**config.mk**
```make
export PLATFORM = sky130hd
export DESIGN_NAME = eq_run_detector_flat
export DESIGN_NICKNAME = d
export VERILOG_FILES = /design/src/rtl/eq_run_detector_if.sv /design/src/rtl/eq_run_detector.sv /design/src/flat_wrapper.sv
export SDC_FILE = /design/constraint.sdc
export NUM_CORES = 1
export LEC_CHECK = 0
export CAP_MARGIN = 10
export CORE_UTILIZATION = 35
export CTS_CLUSTER_SIZE = 28
export DETAILED_ROUTE_END_ITERATION = 6
export PLACE_DENSITY = 0.61
export SYNTH_ARGS = -nofsm -noshare
export SYNTH_HDL_FRONTEND = slang
export SYNTH_SLANG_ARGS = --single-unit
```
**constraint.sdc**
```tcl
create_clock -name clk -period 2.4 [get_ports clk]
set_clock_uncertainty 0.05 [all_clocks]
set_input_delay 0.48 -clock clk [delete_from_list [all_inputs] [get_ports clk]]
set_output_delay 0.48 -clock clk [all_outputs]
set_load 0.02 [all_outputs]
```
**src/rtl/eq_run_detector_if.sv**
```systemverilog
// Handshake bundle for eq_run_detector: operand pair in, equality/run result out.
// The miss_cnt field is present only when EQ_RUN_MISS_CNT_EN is defined.
interface eq_run_detector_if #(
  parameter int WIDTH = 4,
  parameter int CNT_W = 8
);
  logic             in_valid;
  logic             in_ready;
  logic [WIDTH-1:0] a;
  logic [WIDTH-1:0] b;
  logic             out_valid;
  logic             out_ready;
  logic             eq;
  logic [CNT_W-1:0] run_cnt;
  logic             run_hit;
`ifdef EQ_RUN_MISS_CNT_EN
  logic [15:0]      miss_cnt;

  modport master (
    output in_valid, a, b, out_ready,
    input  in_ready, out_valid, eq, run_cnt, run_hit, miss_cnt
  );
  modport slave (
    input  in_valid, a, b, out_ready,
    output in_ready, out_valid, eq, run_cnt, run_hit, miss_cnt
  );
`else
  modport master (
    output in_valid, a, b, out_ready,
    input  in_ready, out_valid, eq, run_cnt, run_hit
  );
  modport slave (
    input  in_valid, a, b, out_ready,
    output in_ready, out_valid, eq, run_cnt, run_hit
  );
`endif
endinterface

```
**src/rtl/eq_run_detector.sv**
```systemverilog
// Streaming equality stage: registers (a == b) per accepted pair and tracks the run of equal pairs.
// Optional macro EQ_RUN_MISS_CNT_EN adds a saturating 16-bit count of unequal pairs (miss_cnt).
module eq_run_detector #(
  parameter int WIDTH   = 4,
  parameter int CNT_W   = 8,
  parameter int RUN_LEN = 4
) (
  input  logic              clk,
  input  logic              rst,
  eq_run_detector_if.slave  bus
);
  localparam logic [1:0] IDLE = 2'd0;
  localparam logic [1:0] RUN  = 2'd1;
  localparam logic [1:0] HIT  = 2'd2;

  localparam logic [CNT_W-1:0] CNT_MAX = {CNT_W{1'b1}};
  localparam logic [CNT_W-1:0] RUN_THR = CNT_W'(RUN_LEN);

  logic             out_valid_reg;
  logic             eq_reg;
  logic [CNT_W-1:0] run_cnt_reg;
  logic             run_hit_reg;
  logic [1:0]       state_reg;
  logic [1:0]       state_next;
  logic [CNT_W-1:0] run_cnt_next;
  logic             run_hit_next;
  logic [WIDTH-1:0] bit_eq;
  logic             pair_eq;
  logic             in_ready;
  logic             accept;
  logic             drain;

  generate
    for (genvar gi = 0; gi < WIDTH; gi++) begin : g_bit_eq
      assign bit_eq[gi] = ~(bus.a[gi] ^ bus.b[gi]);
    end
  endgenerate
  assign pair_eq = &bit_eq;

  // Not ready during reset so nothing is accepted into a register that is being cleared.
  assign in_ready = !rst && (!out_valid_reg || bus.out_ready);
  assign accept   = bus.in_valid && in_ready;
  assign drain    = out_valid_reg && bus.out_ready;

  always_comb begin
    run_cnt_next = '0;
    if (pair_eq) begin
      run_cnt_next = (run_cnt_reg == CNT_MAX) ? CNT_MAX : run_cnt_reg + 1'b1;
    end
    run_hit_next = (run_cnt_next >= RUN_THR);
  end

  always_comb begin
    state_next = state_reg;
    case (state_reg)
      IDLE:    state_next = pair_eq ? (run_hit_next ? HIT : RUN) : IDLE;
      RUN:     state_next = pair_eq ? (run_hit_next ? HIT : RUN) : IDLE;
      HIT:     state_next = pair_eq ? HIT : IDLE;
      default: state_next = IDLE;
    endcase
  end

  always_ff @(posedge clk) begin
    if (rst) begin
      out_valid_reg <= 1'b0;
      eq_reg        <= 1'b0;
      run_cnt_reg   <= '0;
      run_hit_reg   <= 1'b0;
      state_reg     <= IDLE;
    end else if (accept) begin
      out_valid_reg <= 1'b1;
      eq_reg        <= pair_eq;
      run_cnt_reg   <= run_cnt_next;
      run_hit_reg   <= run_hit_next;
      state_reg     <= state_next;
    end else if (drain) begin
      out_valid_reg <= 1'b0;
    end
  end

`ifdef EQ_RUN_MISS_CNT_EN
  logic [15:0] miss_cnt_reg;

  always_ff @(posedge clk) begin
    if (rst) begin
      miss_cnt_reg <= '0;
    end else if (accept && !pair_eq && miss_cnt_reg != 16'hFFFF) begin
      miss_cnt_reg <= miss_cnt_reg + 16'd1;
    end
  end
  assign bus.miss_cnt = miss_cnt_reg;
`endif

  assign bus.in_ready  = in_ready;
  assign bus.out_valid = out_valid_reg;
  assign bus.eq        = eq_reg;
  assign bus.run_cnt   = run_cnt_reg;
  // The run flag follows the FSM; HIT and run_hit_reg are kept in lockstep.
  assign bus.run_hit   = run_hit_reg && (state_reg == HIT);
endmodule

```
**src/flat_wrapper.sv**
```systemverilog
// flat-port wrapper written by rule: the top's interface ports become plain ports
module eq_run_detector_flat 
#(
  parameter int WIDTH   = 4,
  parameter int CNT_W   = 8,
  parameter int RUN_LEN = 4
)
  (clk, rst, bus_in_valid, bus_a, bus_b, bus_out_ready, bus_in_ready, bus_out_valid, bus_eq, bus_run_cnt, bus_run_hit);
  eq_run_detector_if #(.WIDTH(WIDTH), .CNT_W(CNT_W)) bus_i ();
  input  logic clk;
  input  logic rst;
  input wire logic [$bits(bus_i.in_valid)-1:0] bus_in_valid;
  input wire logic [$bits(bus_i.a)-1:0] bus_a;
  input wire logic [$bits(bus_i.b)-1:0] bus_b;
  input wire logic [$bits(bus_i.out_ready)-1:0] bus_out_ready;
  output wire logic [$bits(bus_i.in_ready)-1:0] bus_in_ready;
  output wire logic [$bits(bus_i.out_valid)-1:0] bus_out_valid;
  output wire logic [$bits(bus_i.eq)-1:0] bus_eq;
  output wire logic [$bits(bus_i.run_cnt)-1:0] bus_run_cnt;
  output wire logic [$bits(bus_i.run_hit)-1:0] bus_run_hit;
  assign bus_i.in_valid = bus_in_valid;
  assign bus_i.a = bus_a;
  assign bus_i.b = bus_b;
  assign bus_i.out_ready = bus_out_ready;
  assign bus_in_ready = bus_i.in_ready;
  assign bus_out_valid = bus_i.out_valid;
  assign bus_eq = bus_i.eq;
  assign bus_run_cnt = bus_i.run_cnt;
  assign bus_run_hit = bus_i.run_hit;
  eq_run_detector #(.WIDTH(WIDTH), .CNT_W(CNT_W), .RUN_LEN(RUN_LEN)) u_core (.clk(clk), .rst(rst), .bus(bus_i));
endmodule
```
## Word level (Yosys, flattened, before mapping)

Cells that the tools add are included.

| storage, ports and cells | value |
|---|---|
| register bits | 13 |
| input bits | 12 |
| output and inout bits | 12 |
| logic and storage cells | 37 |

| cells by class | value |
|---|---|
| $add $sub $neg | 1 |
| magnitude comparators | 1 |
| equality and inequality tests | 3 |
| muxes and demuxes | 8 |
| bitwise operators | 8 |
| reductions and logical operators | 11 |

Operator list:

| cell | count |
|---|---|
| $mux 8 | 2 |
| $add 8x1->8 const B | 1 |
| $eq 8x8->1 const B | 1 |
| $ge 8x3->1 const B | 1 |
| $mux 2 | 3 |
| $logic_and 1x1->1 | 4 |
| $not 1->1 | 4 |
| $pmux 2 s2 | 1 |
| $reduce_and 4->1 | 1 |
| $xor 1x1->1 | 4 |
| $eq 2x1->1 const B | 1 |
| $eq 2x2->1 const B | 1 |
| $logic_not 1->1 | 2 |
| $logic_not 2->1 | 1 |
| $mux 1 | 2 |
| $reduce_bool 2->1 | 1 |
| $reduce_or 2->1 | 1 |
| $logic_or 1x1->1 | 1 |

## Logic depth before layout (Yosys ltp)

| depth | value |
|---|---|
| depth in word-level cells | 8 |
| gate-level depth with buffers | 6 |
| mapped depth without buffers | 5 |

## Worst setup path after synthesis

Ideal clock, no wire load.

| path | value |
|---|---|
| path type | register -> register |
| from | reg u_core.run_cnt_reg[0], in the netlist u_core.bus.run_cnt[0] |
| to | reg u_core.state_reg[0] |
| setup time | 0.117 ns |
| arrival | 1.622 ns |
| required time | 2.233 ns |
| setup slack | 0.611 ns |
| cell stages (with the launch flop) | 7 |
| buffers on the path | 1 |
| period minus slack after synthesis | 1.789 ns |
| cell sequence | dfxtp_1 > ha_1 > buf_6 > and3b_1 > o2111a_1 > o221a_4 > a32o_2 |

| on the way | value |
|---|---|
| cells in the longest elaborated chain, start to end | 7 |
| elaborated cells on any way between the ends | 8 |
| classes of those cells | add/sub (1); order compare (1); eq/ne (1); mux (5) |

Ends and longest elaborated chain:

| what | RTL line | RTL |
|---|---|---|
| start: declaration | eq_run_detector.sv:21 | `logic [CNT_W-1:0] run_cnt_reg;` |
| start signal: assignment | eq_run_detector.sv:73 | `run_cnt_reg <= run_cnt_next;` |
| $add 8x1->8 or $eq 8x8->1 (tied branches) | eq_run_detector.sv:48 | `run_cnt_next = (run_cnt_reg == CNT_MAX) ? CNT_MAX : run_cnt_reg + 1'b1;` |
| $mux 8 (*) | eq_run_detector.sv:48 |  |
| $mux 8 (*) | eq_run_detector.sv:47 | `if (pair_eq) begin` |
| $ge 8x3->1 (*) | eq_run_detector.sv:50 | `run_hit_next = (run_cnt_next >= RUN_THR);` |
| $mux 2 (*) (2 in a row) | eq_run_detector.sv:56, eq_run_detector.sv:57 |  |
| $pmux 2 s2 (*) | eq_run_detector.sv:55 | `case (state_reg)` |
| end signal: assignment | eq_run_detector.sv:75 | `state_reg <= state_next;` |
| end: declaration | eq_run_detector.sv:23 | `logic [1:0] state_reg;` |

Every way passes the cells marked *; elsewhere a longest branch is shown, timed or not.
A chain may end at the register's enable or synchronous reset.

## Worst setup path after layout

| path | value |
|---|---|
| from | in bus_out_ready |
| to | out bus_in_ready |

| on the way | value |
|---|---|
| cells in the longest elaborated chain, start to end | 2 |

Ends and longest elaborated chain:

| what | RTL line | RTL |
|---|---|---|
| start: declaration | flat_wrapper.sv:15 | `input wire logic [$bits(bus_i.out_ready)-1:0] bus_out_ready;` |
| $logic_or 1x1->1 | eq_run_detector.sv:41 | `assign in_ready = !rst && (!out_valid_reg \|\| bus.out_ready);` |
| $logic_and 1x1->1 | eq_run_detector.sv:41 |  |
| end: declaration | flat_wrapper.sv:16 | `output wire logic [$bits(bus_i.in_ready)-1:0] bus_in_ready;` |

Every way passes these cells.

==> results.sh <==
export IMPL_status="finished clean"
export IMPL_place_inst=151
export IMPL_r2r_end="u_core.state_reg[0]"
export IMPL_fin_area_um2=1150
export IMPL_io_pins=24
export IMPL_cts_buffers=3
export IMPL_die_area_um2=2700
export IMPL_fin_util_pct=50.4
export IMPL_power_per_cell_area_nw_per_um2=374
export IMPL_area_growth_synth_to_final_pct=31.4
export IMPL_critPathMaxFanout=3
export IMPL_core_um2=2280
export IMPL_dieWidth_um=52.0
export IMPL_setup_violations_final=0
export IMPL_largest_reg_flops=8
export IMPL_syn_avg_cell_area_um2=8.56
export IMPL_grtUsageTotal_pct=18.4
export IMPL_clk_pin_slew_ns=0.09
export IMPL_fin_crit_sh_pct=93.4
export IMPL_gr_total_overflow=0
export IMPL_hp_class="reg2reg"
export IMPL_via_per_inst=5.49
export IMPL_worstSetupPathType="in2out"
export IMPL_gp_congestion=0.824
export IMPL_netlist_area_um2=873
export IMPL_rsz0062_at_grt="false"
export IMPL_cts_tree="built"
export IMPL_yosysTopAreaCellShare_pct=29.8
export IMPL_fill_cells=231
export IMPL_dieHeight_um=52.0
export IMPL_placed_area_um2=1120
export IMPL_grt_pass1_wl_mm=3.62
export IMPL_syn_nets=115
export IMPL_drt_total_wl_mm=2.17
export IMPL_clockBufferDepth=2
export IMPL_ys_warn_count=0
export IMPL_ctsHtreeMaxLevel=1
export IMPL_stdcell_count=155
export IMPL_hold_viol_final=0
export IMPL_drcViolationCount=0
export IMPL_synth_area_leaders="dfxtp_1 (30%), nand2_1 (5.2%), a31o_2 (4.0%)"
export IMPL_grt_pass1_vias=777
export IMPL_hold_buffers=0
export IMPL_synth_most_common_cell="dfxtp_1"
export IMPL_post_cts_buffers=0
export IMPL_yosysTopAreaCell="dfxtp_1"
export IMPL_grt_max_degree=13
export IMPL_drt_pre_antenna_iters=4
export IMPL_root_buffer="clkbuf_4"
export IMPL_tightest_slew_ns=0.363
export IMPL_port_buffer_count=23
export IMPL_drive_above_1_share_pct=15.0
export IMPL_worst_r2r_path_depth=5
export IMPL_place_ws_ns=0.152
export IMPL_nets=141
export IMPL_netlist_top_cells_count="dfxtp_1 (13), nand2_1 (12), nor2_1 (6), a21oi_1 (5), inv_1 (5)"
export IMPL_synthFlopType="dfxtp_1"
export IMPL_initialDrtViolationCount=20
export IMPL_cp_arrival_ns=1.71
export IMPL_yosys_cell_types_count=40
export IMPL_ant_nets=0
export IMPL_slew_viol_final=0
export IMPL_dp_hpwl_mm=1.58
export IMPL_whs_endpoint="u_core.run_hit_reg"
export IMPL_start_kind="input port"
export IMPL_hold_depth=2
export IMPL_cts_num_sinks=13
export IMPL_ff2ff_setup_slack_ns=0.56
export IMPL_maxSlewHeadroom_pct=75.7
export IMPL_fin_total_pwr_mw=0.429
export IMPL_initial_utilization_pct=38.4
export IMPL_async_flop_share_pct=0
export IMPL_worst_slack_ns=0.158
export IMPL_worstHoldStart="u_core.run_hit_reg"
export IMPL_r2r_start="u_core.bus.run_cnt[0]"
export IMPL_maxCapViolCount=0
export IMPL_ys_seq_elements=13
export IMPL_p_leak_nw=0.387
export IMPL_synth_edf_count=0
export IMPL_synthCells=102
export IMPL_clock_latency_ns=0.28
export IMPL_hold_worst_slack_ns=0.407
export IMPL_floorplan_rows=17
export IMPL_cp_required_ns=1.87
export IMPL_post_drt_wl_per_cell_um=14.0
export IMPL_end_kind="primary output"
export IMPL_antenna_found_initial=0
export IMPL_ir_worst_vdd_uv=294
export IMPL_cts_repair_resized=0
export IMPL_fin_tns_setup_ns=0
export IMPL_min_period_ns=2.24
export IMPL_max_freq_mhz=446
export IMPL_diodes=0
export IMPL_synth_seq_area_share_pct=29.8
export IMPL_num_vias=851
[how the worst max path moves through the flow]
stage | from | end | slack, ns | depth (start not counted)
after CTS | bus_out_ready | bus_in_ready | 0.15 | 4
after floorplan | u_core.bus.run_cnt[0] | u_core.state_reg[0] | 0.61 | 6
after detailed placement | bus_out_ready | bus_in_ready | 0.15 | 4
final | bus_out_ready | bus_in_ready | 0.16 | 4
after global routing | bus_out_ready | bus_in_ready | 0.12 | 4
after global placement | bus_out_ready | bus_in_ready | 0.18 | 4
[routing by layer]
layer / GRT usage, % / vias to the layer above / routed length [um]
met5: 0 / - / 0
met4: 4.95 / 0 / 14
met1: 23.6 / 399 / 1030
li1: - / 430 / -
met2: 29.7 / 20 / 1030
met3: 5.26 / 2 / 95
[layout by cell type, fill, tap and decap left out, types with 2 or more instances in the layout]
master           instances
a22o_1                   3
nor2_1                   6
a31oi_1                  4
clkdlybuf4s50_1         23
nor3_1                   2
and2_1                   3
a31o_2                   4
o211ai_1                 2
o21ai_0                  3
dfxtp_1                 13
clkbuf_4                 3
nand3_1                  2
nand4_1                  2
or3_1                    2
inv_1                    5
xor2_1                   4
nand2_1                 12
a21oi_1                  5
buf_4                    5
and3_1                   3
[layout make-up]
class                   count  area [um^2]  share of cell area [%]
inverters                   5         18.8                    1.64
clock buffers               4         26.3                    2.29
well taps                  28         35.0                    3.05
repair buffers             28          268                    23.3
multi-input cells          77          539                    47.0
flip-flops and latches     13          260                    22.7
[report_power, final]
part / internal [mW] / switching, mW / total, mW
registers: 0.217 / 0.00152 / 0.219
clock network: 0.0645 / 0.0767 / 0.141
logic: 0.0378 / 0.0307 / 0.0685
total: 0.320 / 0.109 / 0.429
[cell families after synthesis]
family / after synthesis / synth area share (%)
xor+xnor: 4 / 4.01
simple gates: 39 / 23.6
flops: 13 / 29.8
compound gates: 33 / 32.7
fa+ha+maj: 1 / 1.43
buf+inv: 12 / 8.45
[critical path: stages]
cell             delay (ns)
clkdlybuf4s50_1        0.47
nor2b_1                0.06
nor2_1                 0.09
clkdlybuf4s50_1        0.61
(Power assumes the default switching activity.)
==> edit (same settings) <==
`WIDTH` is set to 4 in 3 places; all go to 3.
--- a/src/rtl/eq_run_detector_if.sv
+++ b/src/rtl/eq_run_detector_if.sv
@@ -1,7 +1,7 @@
 // Handshake bundle for eq_run_detector: operand pair in, equality/run result out.
 // The miss_cnt field is present only when EQ_RUN_MISS_CNT_EN is defined.
 interface eq_run_detector_if #(
-  parameter int WIDTH = 4,
+  parameter int WIDTH = 3,
   parameter int CNT_W = 8
 );
   logic             in_valid;
--- a/src/rtl/eq_run_detector.sv
+++ b/src/rtl/eq_run_detector.sv
@@ -1,7 +1,7 @@
 // Streaming equality stage: registers (a == b) per accepted pair and tracks the run of equal pairs.
 // Optional macro EQ_RUN_MISS_CNT_EN adds a saturating 16-bit count of unequal pairs (miss_cnt).
 module eq_run_detector #(
-  parameter int WIDTH   = 4,
+  parameter int WIDTH   = 3,
   parameter int CNT_W   = 8,
   parameter int RUN_LEN = 4
 ) (
--- a/src/flat_wrapper.sv
+++ b/src/flat_wrapper.sv
@@ -1,7 +1,7 @@
 // flat-port wrapper written by rule: the top's interface ports become plain ports
 module eq_run_detector_flat 
 #(
-  parameter int WIDTH   = 4,
+  parameter int WIDTH   = 3,
   parameter int CNT_W   = 8,
   parameter int RUN_LEN = 4
 )
Ports: changed (resized bus_a and bus_b); port bits go from 24 to 22. No check against the original RTL was run, so the function may have changed too.
==> edit against the unedited design <==
Final area is 13% lower. Final cell count decreased by 7.1%. Global-route usage fell by 0.70 points. Wire length is 21% lower. Via count is 12% lower. Sequential cell count did not move. Synthesized area down 18%. Setup slack better by 0.013 ns. Combinational power is 18% lower. Power is 3.2% lower. Maximum frequency grew 0.60%. First-iteration DRC count is 30% lower. Largest cell class unchanged.
==> edit: results (changes against the unedited design) <==
status=finished, final reports clean (unchanged); Post-Synthesis Cells=91 (was 102); inverter count=3 (was 5); Layout Nets=129 (was 141); Syn Nets=102 (was 115); final std cells w/o fill=144 (was 155); synth cell count leaders=13 x dfxtp_1, 10 x nand2_1, 10 x o21ai_0 (was 13 x dfxtp_1, 12 x nand2_1, 6 x nor2_1, 5 x a21oi_1, 5 x inv_1); Synth Area in XOR/XNOR=3.665% (was 4.011%); post-synthesis sequential area ratio=36.30% (was 29.80%); flop-to-flop setup slack=0.42 ns (was 0.56 ns); number of global-route vias before repair=640 (was 777); worst slack, placed=0.1600 ns (was 0.1518 ns); Net Switching=102.3 uW (was 108.9 uW); post-synthesis compound-gate area fraction=28.45% (was 32.66%); core box area=0.001942 sq mm (was 0.002276 sq mm); slew of the pin with the lowest slew margin=0.3811 ns (was 0.3634 ns); pin count of the biggest net entering global routing=11 (was 13); PnR worst setup slack=0.1717 ns (was 0.1583 ns); IO Port Bufs=21 (was 23); Logic pwr share=13.5% (was 16.0%); Netlist cell types=31 (was 40); Leakage Power=0.3554 nW (was 0.3870 nW); register share of the cell area=26.07% (was 22.68%); Crit Path Max Fanout=2 (was 3); GRT Util Overall=17.68% (was 18.39%); multi-input combinational area share=44.24% (was 47.00%); count of plain and timing-repair buffers=23 (was 28); Fill cells=193 (was 231)
edit: cell types whose count changed after synthesis, moves of 3 or more:
cell     unedited run  this run
o21ai_0             3        10
nand3_1             2         8
a31o_2              4         0
xor2_1              4         0
a21oi_1             5         8
a31oi_1             4         1
and2_1              3         0
buf_4               3         0
xnor2_1             0         3
edit: layer usage:
layer,wire length (um),vias up,GRT usage [%]
met4,16,0,8.571
met3,107,4,3.846
met1,804,329,23.74
met5,0,-,0
met2,785,31,26.58
li1,-,389,-
edit: worst min path at each step:
stage / start / slack [ns] / endpoint
2_1_floorplan: u_core.run_hit_reg / 0.37 / u_core.run_hit_reg
3_3_place_gp: u_core.bus.eq / 0.40 / u_core.bus.eq
3_5_place_dp: u_core.bus.eq / 0.40 / u_core.bus.eq
4_1_cts: u_core.bus.eq / 0.41 / u_core.bus.eq
5_1_grt: u_core.bus.eq / 0.44 / u_core.bus.eq
6_report: u_core.bus.eq / 0.41 / u_core.bus.eq
